==> src/rtl/bsg_mem_1r1w_sync_mask_write_bit_sched_pkg.sv <==
// Shared types for the 1r1w bit-masked RAM scheduler: FSM states and write-grant encoding.
// Latency: n/a (types only).
// Backpressure: n/a (types only).
package bsg_mem_sched_pkg;

    // Scheduler phase: zeroing sweep after reset, then normal client service.
    typedef enum logic [0:0] {
        eInit = 1'b0,
        eRun  = 1'b1
    } state_e;

    // Which write requester owns the RAM write port this cycle.
    typedef enum logic [1:0] {
        eGrantW0   = 2'd0,
        eGrantW1   = 2'd1,
        eGrantNone = 2'd2
    } grant_e;

endpackage

==> src/rtl/bsg_mem_1r1w_sync_mask_write_bit_sched_if.sv <==
// Client and RAM-side bundle for the 1r1w bit-masked RAM scheduler.
// Latency: n/a (wires only).
// Backpressure: valid/yumi on both write requesters and the read requester.
interface bsg_mem_sched_if #(
    parameter int width_p      = 8,
    parameter int addr_width_p = 4
);
    logic                    w0_v_i;
    logic [width_p-1:0]      w0_mask_i;
    logic [addr_width_p-1:0] w0_addr_i;
    logic [width_p-1:0]      w0_data_i;
    logic                    w0_yumi_o;

    logic                    w1_v_i;
    logic [width_p-1:0]      w1_mask_i;
    logic [addr_width_p-1:0] w1_addr_i;
    logic [width_p-1:0]      w1_data_i;
    logic                    w1_yumi_o;

    logic                    r_v_i;
    logic [addr_width_p-1:0] r_addr_i;
    logic                    r_yumi_o;
    logic                    r_v_o;
    logic [width_p-1:0]      r_data_o;

    logic                    mem_w_v_o;
    logic [width_p-1:0]      mem_w_mask_o;
    logic [addr_width_p-1:0] mem_w_addr_o;
    logic [width_p-1:0]      mem_w_data_o;
    logic                    mem_r_v_o;
    logic [addr_width_p-1:0] mem_r_addr_o;
    logic [width_p-1:0]      mem_r_data_i;
    logic                    init_done_o;

    // Scheduler side.
    modport slave (
        input  w0_v_i, w0_mask_i, w0_addr_i, w0_data_i,
        input  w1_v_i, w1_mask_i, w1_addr_i, w1_data_i,
        input  r_v_i, r_addr_i, mem_r_data_i,
        output w0_yumi_o, w1_yumi_o, r_yumi_o, r_v_o, r_data_o,
        output mem_w_v_o, mem_w_mask_o, mem_w_addr_o, mem_w_data_o,
        output mem_r_v_o, mem_r_addr_o, init_done_o
    );

    // Client pipelines plus RAM side.
    modport master (
        output w0_v_i, w0_mask_i, w0_addr_i, w0_data_i,
        output w1_v_i, w1_mask_i, w1_addr_i, w1_data_i,
        output r_v_i, r_addr_i, mem_r_data_i,
        input  w0_yumi_o, w1_yumi_o, r_yumi_o, r_v_o, r_data_o,
        input  mem_w_v_o, mem_w_mask_o, mem_w_addr_o, mem_w_data_o,
        input  mem_r_v_o, mem_r_addr_o, init_done_o
    );
endinterface

==> src/rtl/bsg_mem_1r1w_sync_mask_write_bit_sched_rr2.sv <==
// Two-input round-robin arbiter with registered last-grant pointer and per-input inhibit.
// Latency: combinational grant; pointer advances at the edge ending a granted cycle.
// Backpressure: an inhibited or idle input is simply skipped; the other may still win.
module bsg_mem_sched_rr2
    import bsg_mem_sched_pkg::*;
(
    input  logic       clk_i,
    input  logic       reset_n_i,
    input  logic       en_i,
    input  logic [1:0] v_i,
    input  logic [1:0] inhibit_i,
    output grant_e     grant_o
);
    // Pointer resets to "w1 granted last" so w0 wins the first tie.
    logic       last_w1_q;
    logic       last_w1_d;
    logic [1:0] req;

    // Eligible requests this cycle.
    always_comb begin
        req = v_i & ~inhibit_i & {2{en_i}};
    end

    // Single requester wins outright; on a tie the one not granted last wins.
    always_comb begin
        grant_o = eGrantNone;
        if (req == 2'b11) begin
            grant_o = last_w1_q ? eGrantW0 : eGrantW1;
        end else if (req[0]) begin
            grant_o = eGrantW0;
        end else if (req[1]) begin
            grant_o = eGrantW1;
        end
    end

    // Pointer follows whoever actually got the port.
    always_comb begin
        last_w1_d = last_w1_q;
        if (grant_o == eGrantW0) begin
            last_w1_d = 1'b0;
        end else if (grant_o == eGrantW1) begin
            last_w1_d = 1'b1;
        end
    end

    // Pointer register.
    always_ff @(posedge clk_i) begin
        if (!reset_n_i) begin
            last_w1_q <= 1'b1;
        end else begin
            last_w1_q <= last_w1_d;
        end
    end
endmodule

==> src/rtl/bsg_mem_1r1w_sync_mask_write_bit_sched.sv <==
// Shares a 1r1w bit-masked RAM: RR between two writers, one reader, same-address collisions blocked; optional zero sweep (BSG_MEM_SCHED_INIT_EN).
// Latency: write lands at the edge ending the yumi cycle; r_v_o one cycle after r_yumi_o.
// Backpressure: yumi is combinational from valids; a colliding read waits exactly one cycle, then has priority.
module bsg_mem_1r1w_sync_mask_write_bit_sched
    import bsg_mem_sched_pkg::*;
#(
    parameter int width_p       = 8,
    parameter int els_p         = 16,
    parameter int addr_width_lp = (els_p > 1) ? $clog2(els_p) : 1
)
(
    input  logic           clk_i,
    input  logic           reset_n_i,
    bsg_mem_sched_if.slave bus
);
    logic                     run;
    logic                     init_w_v;
    logic [addr_width_lp-1:0] init_w_addr;
    logic                     init_done;

`ifdef BSG_MEM_SCHED_INIT_EN
    localparam logic [addr_width_lp-1:0] last_addr_lp = addr_width_lp'(els_p - 1);

    state_e                   state_q;
    state_e                   state_d;
    logic [addr_width_lp-1:0] init_cnt_q;
    logic [addr_width_lp-1:0] init_cnt_d;
    logic                     init_done_q;
    logic                     init_done_d;

    // Sweep one address per cycle; leave eInit after writing the last one.
    always_comb begin
        state_d    = state_q;
        init_cnt_d = init_cnt_q;
        if (state_q == eInit) begin
            init_cnt_d = init_cnt_q + 1'b1;
            if (init_cnt_q == last_addr_lp) begin
                state_d    = eRun;
                init_cnt_d = '0;
            end
        end
        init_done_d = (state_d == eRun);
    end

    // Phase, sweep counter and done flag registers.
    always_ff @(posedge clk_i) begin
        if (!reset_n_i) begin
            state_q     <= eInit;
            init_cnt_q  <= '0;
            init_done_q <= 1'b0;
        end else begin
            state_q     <= state_d;
            init_cnt_q  <= init_cnt_d;
            init_done_q <= init_done_d;
        end
    end

    assign run         = reset_n_i & (state_q == eRun);
    assign init_w_v    = reset_n_i & (state_q == eInit);
    assign init_w_addr = init_cnt_q;
    assign init_done   = init_done_q;
`else
    // No sweep: clients are served from the first cycle out of reset.
    assign run         = reset_n_i;
    assign init_w_v    = 1'b0;
    assign init_w_addr = '0;
    assign init_done   = 1'b1;
`endif

    logic [1:0]               inhibit;
    grant_e                   grant;
    logic [addr_width_lp-1:0] grant_addr;
    logic                     collide;
    logic                     r_yumi;
    logic                     read_prio_q;
    logic                     read_prio_d;
    logic                     r_v_q;
    logic                     r_v_d;

    // While a previously blocked read has priority, deny writes aimed at its address.
    always_comb begin
        inhibit[0] = read_prio_q & bus.r_v_i & (bus.w0_addr_i == bus.r_addr_i);
        inhibit[1] = read_prio_q & bus.r_v_i & (bus.w1_addr_i == bus.r_addr_i);
    end

    bsg_mem_sched_rr2 u_rr2 (
        .clk_i     (clk_i),
        .reset_n_i (reset_n_i),
        .en_i      (run),
        .v_i       ({bus.w1_v_i, bus.w0_v_i}),
        .inhibit_i (inhibit),
        .grant_o   (grant)
    );

    // Read acceptance: a read yields to a same-address write once, then wins.
    always_comb begin
        grant_addr = (grant == eGrantW1) ? bus.w1_addr_i : bus.w0_addr_i;
        collide    = ~read_prio_q & (grant != eGrantNone) & (grant_addr == bus.r_addr_i);
        r_yumi     = run & bus.r_v_i & ~collide;
    end

    // Priority is armed by a collision and dropped by any accepted read or a withdrawn read.
    always_comb begin
        read_prio_d = read_prio_q;
        if (!bus.r_v_i || r_yumi) begin
            read_prio_d = 1'b0;
        end else if (collide) begin
            read_prio_d = 1'b1;
        end
        r_v_d = r_yumi;
    end

    // Read-valid and priority registers.
    always_ff @(posedge clk_i) begin
        if (!reset_n_i) begin
            read_prio_q <= 1'b0;
            r_v_q       <= 1'b0;
        end else begin
            read_prio_q <= read_prio_d;
            r_v_q       <= r_v_d;
        end
    end

    // RAM write port: sweep during init, otherwise the granted requester.
    always_comb begin
        bus.mem_w_v_o    = 1'b0;
        bus.mem_w_mask_o = '0;
        bus.mem_w_addr_o = '0;
        bus.mem_w_data_o = '0;
        if (init_w_v) begin
            bus.mem_w_v_o    = 1'b1;
            bus.mem_w_mask_o = '1;
            bus.mem_w_addr_o = init_w_addr;
        end else if (grant == eGrantW0) begin
            bus.mem_w_v_o    = 1'b1;
            bus.mem_w_mask_o = bus.w0_mask_i;
            bus.mem_w_addr_o = bus.w0_addr_i;
            bus.mem_w_data_o = bus.w0_data_i;
        end else if (grant == eGrantW1) begin
            bus.mem_w_v_o    = 1'b1;
            bus.mem_w_mask_o = bus.w1_mask_i;
            bus.mem_w_addr_o = bus.w1_addr_i;
            bus.mem_w_data_o = bus.w1_data_i;
        end
    end

    // Handshake returns, RAM read port and read-data passthrough.
    always_comb begin
        bus.w0_yumi_o    = (grant == eGrantW0);
        bus.w1_yumi_o    = (grant == eGrantW1);
        bus.r_yumi_o     = r_yumi;
        bus.mem_r_v_o    = r_yumi;
        bus.mem_r_addr_o = bus.r_addr_i;
        bus.r_v_o        = r_v_q;
        bus.r_data_o     = bus.mem_r_data_i;
        bus.init_done_o  = init_done;
    end
endmodule

==> src/flat_wrapper.sv <==
// flat-port wrapper written by rule: the top's interface ports become plain ports
module bsg_mem_1r1w_sync_mask_write_bit_sched_flat import bsg_mem_sched_pkg::*;
#(
    parameter int width_p       = 8,
    parameter int els_p         = 16,
    parameter int addr_width_lp = (els_p > 1) ? $clog2(els_p) : 1
)
  (clk_i, reset_n_i, bus_w0_v_i, bus_w0_mask_i, bus_w0_addr_i, bus_w0_data_i, bus_w1_v_i, bus_w1_mask_i, bus_w1_addr_i, bus_w1_data_i, bus_r_v_i, bus_r_addr_i, bus_mem_r_data_i, bus_w0_yumi_o, bus_w1_yumi_o, bus_r_yumi_o, bus_r_v_o, bus_r_data_o, bus_mem_w_v_o, bus_mem_w_mask_o, bus_mem_w_addr_o, bus_mem_w_data_o, bus_mem_r_v_o, bus_mem_r_addr_o, bus_init_done_o);
  bsg_mem_sched_if #(.width_p(width_p), .addr_width_p((4))) bus_i ();
  input  logic clk_i;
  input  logic reset_n_i;
  input wire logic [$bits(bus_i.w0_v_i)-1:0] bus_w0_v_i;
  input wire logic [$bits(bus_i.w0_mask_i)-1:0] bus_w0_mask_i;
  input wire logic [$bits(bus_i.w0_addr_i)-1:0] bus_w0_addr_i;
  input wire logic [$bits(bus_i.w0_data_i)-1:0] bus_w0_data_i;
  input wire logic [$bits(bus_i.w1_v_i)-1:0] bus_w1_v_i;
  input wire logic [$bits(bus_i.w1_mask_i)-1:0] bus_w1_mask_i;
  input wire logic [$bits(bus_i.w1_addr_i)-1:0] bus_w1_addr_i;
  input wire logic [$bits(bus_i.w1_data_i)-1:0] bus_w1_data_i;
  input wire logic [$bits(bus_i.r_v_i)-1:0] bus_r_v_i;
  input wire logic [$bits(bus_i.r_addr_i)-1:0] bus_r_addr_i;
  input wire logic [$bits(bus_i.mem_r_data_i)-1:0] bus_mem_r_data_i;
  output wire logic [$bits(bus_i.w0_yumi_o)-1:0] bus_w0_yumi_o;
  output wire logic [$bits(bus_i.w1_yumi_o)-1:0] bus_w1_yumi_o;
  output wire logic [$bits(bus_i.r_yumi_o)-1:0] bus_r_yumi_o;
  output wire logic [$bits(bus_i.r_v_o)-1:0] bus_r_v_o;
  output wire logic [$bits(bus_i.r_data_o)-1:0] bus_r_data_o;
  output wire logic [$bits(bus_i.mem_w_v_o)-1:0] bus_mem_w_v_o;
  output wire logic [$bits(bus_i.mem_w_mask_o)-1:0] bus_mem_w_mask_o;
  output wire logic [$bits(bus_i.mem_w_addr_o)-1:0] bus_mem_w_addr_o;
  output wire logic [$bits(bus_i.mem_w_data_o)-1:0] bus_mem_w_data_o;
  output wire logic [$bits(bus_i.mem_r_v_o)-1:0] bus_mem_r_v_o;
  output wire logic [$bits(bus_i.mem_r_addr_o)-1:0] bus_mem_r_addr_o;
  output wire logic [$bits(bus_i.init_done_o)-1:0] bus_init_done_o;
  assign bus_i.w0_v_i = bus_w0_v_i;
  assign bus_i.w0_mask_i = bus_w0_mask_i;
  assign bus_i.w0_addr_i = bus_w0_addr_i;
  assign bus_i.w0_data_i = bus_w0_data_i;
  assign bus_i.w1_v_i = bus_w1_v_i;
  assign bus_i.w1_mask_i = bus_w1_mask_i;
  assign bus_i.w1_addr_i = bus_w1_addr_i;
  assign bus_i.w1_data_i = bus_w1_data_i;
  assign bus_i.r_v_i = bus_r_v_i;
  assign bus_i.r_addr_i = bus_r_addr_i;
  assign bus_i.mem_r_data_i = bus_mem_r_data_i;
  assign bus_w0_yumi_o = bus_i.w0_yumi_o;
  assign bus_w1_yumi_o = bus_i.w1_yumi_o;
  assign bus_r_yumi_o = bus_i.r_yumi_o;
  assign bus_r_v_o = bus_i.r_v_o;
  assign bus_r_data_o = bus_i.r_data_o;
  assign bus_mem_w_v_o = bus_i.mem_w_v_o;
  assign bus_mem_w_mask_o = bus_i.mem_w_mask_o;
  assign bus_mem_w_addr_o = bus_i.mem_w_addr_o;
  assign bus_mem_w_data_o = bus_i.mem_w_data_o;
  assign bus_mem_r_v_o = bus_i.mem_r_v_o;
  assign bus_mem_r_addr_o = bus_i.mem_r_addr_o;
  assign bus_init_done_o = bus_i.init_done_o;
  bsg_mem_1r1w_sync_mask_write_bit_sched #(.width_p(width_p), .els_p(els_p), .addr_width_lp(addr_width_lp)) u_core (.clk_i(clk_i), .reset_n_i(reset_n_i), .bus(bus_i));
endmodule
==> config.mk <==
export PLATFORM = sky130hd
export DESIGN_NAME = bsg_mem_1r1w_sync_mask_write_bit_sched_flat
export DESIGN_NICKNAME = d
export VERILOG_FILES = /design/src/rtl/bsg_mem_1r1w_sync_mask_write_bit_sched_pkg.sv /design/src/rtl/bsg_mem_1r1w_sync_mask_write_bit_sched_if.sv /design/src/rtl/bsg_mem_1r1w_sync_mask_write_bit_sched_rr2.sv /design/src/rtl/bsg_mem_1r1w_sync_mask_write_bit_sched.sv /design/src/flat_wrapper.sv
export SDC_FILE = /design/constraint.sdc
export NUM_CORES = 1
export LEC_CHECK = 0
export BUFFER_PORTS_ARGS = -buffer_cell sky130_fd_sc_hd__buf_2
export CORE_MARGIN = 2
export CORE_UTILIZATION = 33
export CTS_CLUSTER_SIZE = 20
export DETAILED_ROUTE_END_ITERATION = 8
export PLACE_DENSITY = 0.91
export SLEW_MARGIN = 5
export SYNTH_ARGS = -nofsm -noshare
export SYNTH_HDL_FRONTEND = slang
export SYNTH_SLANG_ARGS = --single-unit
==> constraint.sdc <==
create_clock -name clk_i -period 2 [get_ports clk_i]
set_input_delay 0.2 -clock clk_i [delete_from_list [all_inputs] [get_ports clk_i]]
set_output_delay 0.2 -clock clk_i [all_outputs]
set_load 0.02 [all_outputs]
## Word level (Yosys, flattened, before mapping)

Cells that the tools add are included.

| word-level totals | value |
|---|---|
| flip-flop bits (word level) | 3 |
| input port bits | 57 |
| logic and storage cells | 42 |

| operators by class | value |
|---|---|
| equality and inequality tests | 6 |
| multiplexer cells | 15 |
| bitwise gates (word level) | 13 |
| reduce and logical (&&, ||, !) cells | 5 |

Operators by type and width:

| cell | count |
|---|---|
| 8-bit 2-to-1 mux | 4 |
| 4-bit == test | 3 |
| 4-bit 2-to-1 mux | 3 |
| 1-bit bitwise AND | 7 |
| 2-bit 2-to-1 mux | 3 |
| 1-bit 2-to-1 mux | 5 |
| 2-bit bitwise AND | 2 |
| 1-bit NOT | 3 |
| 2-bit by 1-bit == test with 1-bit output (second input constant) | 1 |
| 2-bit == test (second input constant) | 1 |
| 2-bit zero test | 1 |
| 2-bit != test (second input constant) | 1 |
| 2-bit NOT | 1 |
| 2-bit nonzero test | 1 |
| 2-bit OR reduction | 1 |
| 1-bit zero test | 1 |
| 1-bit logical OR | 1 |

## Logic depth before layout (Yosys ltp)

| logic depth | value |
|---|---|
| depth after elaboration | 16 |
| depth in mapped cells | 7 |
| gate-level depth less buffers | 5 |

## Hierarchy

Synthesis repeated with hierarchy kept, for this count alone.

| second synthesis, totals | value |
|---|---|
| cells, all modules | 103 |
| area, all modules | 760.7 um2 |

Modules (own cells, without submodules):

| module | instances | cells an instance | area each (um2) | sequential area each (um2) |
|---|---|---|---|---|
| bsg_mem_1r1w_sync_mask_write_bit_sched | 1 | 94 | 688.2 | 40.0 |
| bsg_mem_sched_rr2 | 1 | 9 | 72.6 | 20.0 |

## Least setup slack after synthesis

OpenSTA, ideal clock, no wires.

| timing path | value |
|---|---|
| kind | input -> output |
| from | input bus_w1_addr_i[3] |
| to | output bus_r_yumi_o |
| data arrival time | 1639 ps |
| setup slack | 161 ps |
| cell stages on the path | 6 |
| cells stage by stage | nand2b_1 -> and3_1 -> a21o_2 -> o21a_1 -> o22ai_1 -> buf_4 |

| on the way | value |
|---|---|
| longest elaborated chain between the ends | 14 |
| elaborated cells between the ends (all ways) | 17 |

Ends and longest elaborated chain:

| what | RTL line | RTL |
|---|---|---|
| start, declared | flat_wrapper.sv:18 | `input wire logic [$bits(bus_i.w1_addr_i)-1:0] bus_w1_addr_i;` |
| 4-bit == test | bsg_mem_1r1w_sync_mask_write_bit_sched.sv:83 | `inhibit[1] = read_prio_q & bus.r_v_i & (bus.w1_addr_i == bus.r_addr_i);` |
| 1-bit bitwise AND | bsg_mem_1r1w_sync_mask_write_bit_sched.sv:83 |  |
| 2-bit NOT | bsg_mem_1r1w_sync_mask_write_bit_sched_rr2.sv:21 | `req = v_i & ~inhibit_i & {2{en_i}};` |
| 2-bit bitwise AND (2 in a row) | bsg_mem_1r1w_sync_mask_write_bit_sched_rr2.sv:21 |  |
| 2-bit 2-to-1 mux | bsg_mem_1r1w_sync_mask_write_bit_sched_rr2.sv:31 | `end else if (req[1]) begin` |
| 2-bit 2-to-1 mux | bsg_mem_1r1w_sync_mask_write_bit_sched_rr2.sv:29 | `end else if (req[0]) begin` |
| 2-bit 2-to-1 mux | bsg_mem_1r1w_sync_mask_write_bit_sched_rr2.sv:27 | `if (req == 2'b11) begin` |
| 2-bit by 1-bit == test with 1-bit output | bsg_mem_1r1w_sync_mask_write_bit_sched.sv:97 | `grant_addr = (grant == eGrantW1) ? bus.w1_addr_i : bus.w0_addr_i;` |
| 4-bit 2-to-1 mux | bsg_mem_1r1w_sync_mask_write_bit_sched.sv:97 |  |
| 4-bit == test | bsg_mem_1r1w_sync_mask_write_bit_sched.sv:98 | `collide = ~read_prio_q & (grant != eGrantNone) & (grant_addr == bus.r_addr_i);` |
| 1-bit bitwise AND (*) | bsg_mem_1r1w_sync_mask_write_bit_sched.sv:98 |  |
| 1-bit NOT (*) | bsg_mem_1r1w_sync_mask_write_bit_sched.sv:99 | `r_yumi = run & bus.r_v_i & ~collide;` |
| 1-bit bitwise AND (*) | bsg_mem_1r1w_sync_mask_write_bit_sched.sv:99 |  |
| end, declared | flat_wrapper.sv:25 | `output wire logic [$bits(bus_i.r_yumi_o)-1:0] bus_r_yumi_o;` |

Every way passes the cells marked *; elsewhere a longest branch is shown, timed or not.

## Worst setup path after layout

| timing path | value |
|---|---|
| from | register u_core.read_prio_q |
| to | output bus_mem_w_mask_o[7] |

| on the way | value |
|---|---|
| longest elaborated chain between the ends | 11 |
| elaborated cells between the ends (all ways) | 14 |

Ends and longest elaborated chain:

| what | RTL line | RTL |
|---|---|---|
| start, declared | bsg_mem_1r1w_sync_mask_write_bit_sched.sv:75 | `logic read_prio_q;` |
| start signal, assigned | bsg_mem_1r1w_sync_mask_write_bit_sched.sv:119 | `read_prio_q <= read_prio_d;` |
| 1-bit bitwise AND (*) | bsg_mem_1r1w_sync_mask_write_bit_sched.sv:82, bsg_mem_1r1w_sync_mask_write_bit_sched.sv:83 |  |
| 1-bit bitwise AND | bsg_mem_1r1w_sync_mask_write_bit_sched.sv:83 |  |
| 2-bit NOT (*) | bsg_mem_1r1w_sync_mask_write_bit_sched_rr2.sv:21 |  |
| 2-bit bitwise AND (*) (2 in a row) | bsg_mem_1r1w_sync_mask_write_bit_sched_rr2.sv:21 |  |
| 2-bit 2-to-1 mux | bsg_mem_1r1w_sync_mask_write_bit_sched_rr2.sv:31 |  |
| 2-bit 2-to-1 mux | bsg_mem_1r1w_sync_mask_write_bit_sched_rr2.sv:29 |  |
| 2-bit 2-to-1 mux (*) | bsg_mem_1r1w_sync_mask_write_bit_sched_rr2.sv:27 |  |
| 2-bit by 1-bit == test with 1-bit output | bsg_mem_1r1w_sync_mask_write_bit_sched.sv:139 | `end else if (grant == eGrantW1) begin` |
| 8-bit 2-to-1 mux | bsg_mem_1r1w_sync_mask_write_bit_sched.sv:139 |  |
| 8-bit 2-to-1 mux (*) | bsg_mem_1r1w_sync_mask_write_bit_sched.sv:134 | `end else if (grant == eGrantW0) begin` |
| end, declared | flat_wrapper.sv:29 | `output wire logic [$bits(bus_i.mem_w_mask_o)-1:0] bus_mem_w_mask_o;` |

Marks and branches as above.

==> summary.md <==
| Metric | Value |
|---|---|
| Gpl congestion | `0.7450` |
| Yosys reg bits | `3` |
| Die area | `2508 sq um` |
| Min Hold Slack | `0.2562 ns` |
| I/O Buffers | `78` |
| Final hold vios | `0` |
| Grt ovf | `0` |
| DP Wirelength | `2034 um` |
| Max cap viols | `0` |
| Clock buffers created by TritonCTS | `3` |
| RSZ-0062 raised after global routing | `false` |
| Max clock buf depth | `2` |
| Drt wl/cell | `~14 um` |
| HP Class | `primary input to flip-flop` |
| WS Path Type | `flip-flop to output pin` |
| Mux cell area share after synthesis | `0` |
| Clock Sink Count | `3` |
| Adder-cell share of the synthesized area | `0` |
| Initial Util | `0.3535` |
| Crit Path Max Fanout | `11` |
| Antenna cells | `0` |
| Tcrit/Tclk final | `0.9649` |
| Pins over their slew limit | `0` |
| Syn Area/Cell | `between 8 and 9 sq um` |
| Post-Synth XOR/XNOR Area | `0.07500` |
| Die width | `50.08 um` |
| Post-Syn Nets | `~140` |
| Number of global-route vias before repair | `831` |
| Post-synthesis cell area | `700.7 sq um` |
| Row cnt | `16` |
| Via density | `between 5 and 6` |
| Number of setup buffers added after CTS | `0` |
| Post-synthesis simple-gate area fraction | `0.2232` |
| Clock tree root driver cell | `clkbuf_4` |
| HP Start | `reset_n_i` |
| Largest family of logic cells by synthesized area | `compound AO/OA/AOI/OAI gates` |
| Commonest cells after routing, fill and taps aside | `78 x buf_2, 19 x a22o_1, 6 x nand2_1` |
| Antenna violations before repair | `0` |
| Slowest-stage cell, CP | `dfxtp_1` |
| Overall Global Routing Usage | `0.1796` |
| Register-to-register setup slack | `0.59 ns` |
| Final worst-path setup slack | `0.07026 ns` |
| Synth-to-Final Area Change | `46.79%` |
| CTS tree | `built` |
| Total power | `0.4349 mW` |
| Worst-path clk slew | `0.04 ns` |
| CTS Hold Bufs | `0` |
| Peak Freq | `roughly 520 MHz` |
| Synth cell types | `32` |
| Setup crit start | `u_core.read_prio_q$_SDFFE_PP0P_` |
| P per Cell Area | `422.8 nW/um^2` |
| Worst path required time | `1.80 ns` |
| Worst setup SP type | `flip-flop` |
| Reg2Reg Depth | `4` |
| Detailed Route Iter0 Violations | `13` |
| Worst vdd rail ir drop | `about 400 uV` |
| Most common cell after layout, fill and taps aside | `buf_2` |
| CP endpoint kind | `output pin` |
| H-tree levels | `1` |
| Worst Hold Path EP | `u_core.u_rr2.last_w1_q$_SDFFE_PN1P_` |
| Crit path DAT | `1.73 ns` |
| FILL cells | `197` |
| First drt pass iteration count | `4` |
| DR vias | `917` |
| Die Y | `50.08 um` |
| Hold Path Depth | `2` |
| Cts repair resizes | `0` |
| Share of cells above drive strength 1 | `0.6118` |
| Post-DRT Antenna Nets | `0` |
| Largest net degree at the start of global routing | `12` |
| Final net count | `210` |
| Place WS | `around 0.12 ns` |
| First-pass GRT wire length | `3581 um` |
| Status | `finished clean` |
| Leakage | `0.5946 nW` |
| Core Region | `1982 sq um` |
| CP max stage delay | `about 0.33 ns` |
| Skew-Pair Late Insertion Delay | `0.24 ns` |
| Clock Skews | `0.002373 ns` |
| Sequential area share after synthesis | `0.08571` |
| CP cell instances | `and3_1 -> a211oi_2 -> nor2_2 -> buf_4 -> a22o_2 -> buf_2` |
| Final routed DRC violation total | `0` |
| Synth Instances | `85` |
| Worst R2R End | `u_core.read_prio_q$_SDFFE_PP0P_` |
| Worst r2r src | `u_core.read_prio_q$_SDFFE_PP0P_` |
| Num ports | `between 90 and 100` |
| Crit path time final | `about 1.9 ns` |
| Setup violations, final | `0` |
| Setup TNS Final | `0 ns` |
| Fin util | `0.5189` |
| Yosys warns | `0` |
| WL final | `2435 um` |
| Post-synthesis compound-gate area fraction | `0.3857` |
## area by class of cell
class / count / area [sq um] / share of cell area
Multi-Input combinational cell: 62 / 484.2 / 0.4708
Timing Repair Buffer: 82 / 420.4 / 0.4088
Sequential cell: 3 / 60.06 / 0.05839
Tap cell: 27 / 33.78 / 0.03285
Clock buffer: 4 / 26.28 / 0.02555
Inverter: 1 / 3.754 / 0.003650
## Yosys cell counts (all sizes together)
cell	number	area (sq um)
a22o	20	176.4
buf	18	150.1
nand2	6	22.52
nand2b	4	25.02
dfxtp	3	60.06
nor2	3	21.27
o22ai	3	18.77
xnor2	3	26.28
xor2	3	26.28
nand3	2	10.01
nand4	2	12.51
nand4b	2	17.52
o211ai	2	20.02
a211oi	1	12.51
a21o	1	8.760
and2	1	6.260
and3	1	6.260
clkbuf	1	3.750
conb	1	3.750
inv	1	3.750
nor2b	1	6.260
nor3	1	5.000
nor4b	1	23.77
o2111a	1	11.26
o211a	1	10.01
o21a	1	7.510
o21ai	1	5.000
## worst max-delay path by stage
stage,depth (start not counted),end
finish,6,bus_mem_w_mask_o[7]
floorplan,6,bus_r_yumi_o
global route,6,bus_mem_w_mask_o[7]
CTS,6,bus_mem_w_mask_o[7]
detailed placement,8,bus_mem_w_mask_o[7]
global placement,8,bus_mem_w_mask_o[5]
## stage by stage
step | instance area (sq um) | std cells
final | 1028 | 179
after global routing | 1028 | 179
after CTS | 1027 | 179
after detailed placement | 1001 | 175
after global placement | 1001 | 175
after floorplan | 700.7 | 85
## kinds of logic (layout without fill, tap and decap cells)
| kind of cell | Yosys count | after routing |
|---|---|---|
| other | 1 | 1 |
| AOI/OAI and AO/OA | 31 | 31 |
| buffers and inverters | 20 | 87 |
| and+or+nand+nor | 24 | 24 |
| xor gates and xnor gates | 6 | 6 |
| DFF | 3 | 3 |
## report_power, final
group	internal [mW]	switching, mW	leakage [nW]	total [mW]
sequential	0.0639	0.00222	0.0248	0.0661
combinational	0.112	0.148	0.555	0.260
clock	0.0749	0.0334	0.0150	0.108
total	0.251	0.184	0.595	0.435
## state kept, by name (all words and copies together), names as in the netlist
name,count
u_core.bus.r_v_o,1
u_core.read_prio_q,1
u_core.u_rr2.last_w1_q,1
## layer usage
layer	part of all wire	vias to the layer above	global-route usage	wire length, um
met5	0	-	0	0
met4	0.0066	0	0.06019	16
met3	0.11	4	0.05455	266
met2	0.49	61	0.3136	1198
met1	0.39	408	0.2044	954
li1	-	444	-	-
## critical path: cells and delay by family, from the launching register on
kind | cells | cell delay (ns)
buf+inv | 2 | 0.33
compound gates | 2 | 0.57
simple gates | 2 | 0.27
flops | 1 | 0.33
(Power assumes the default switching activity.)
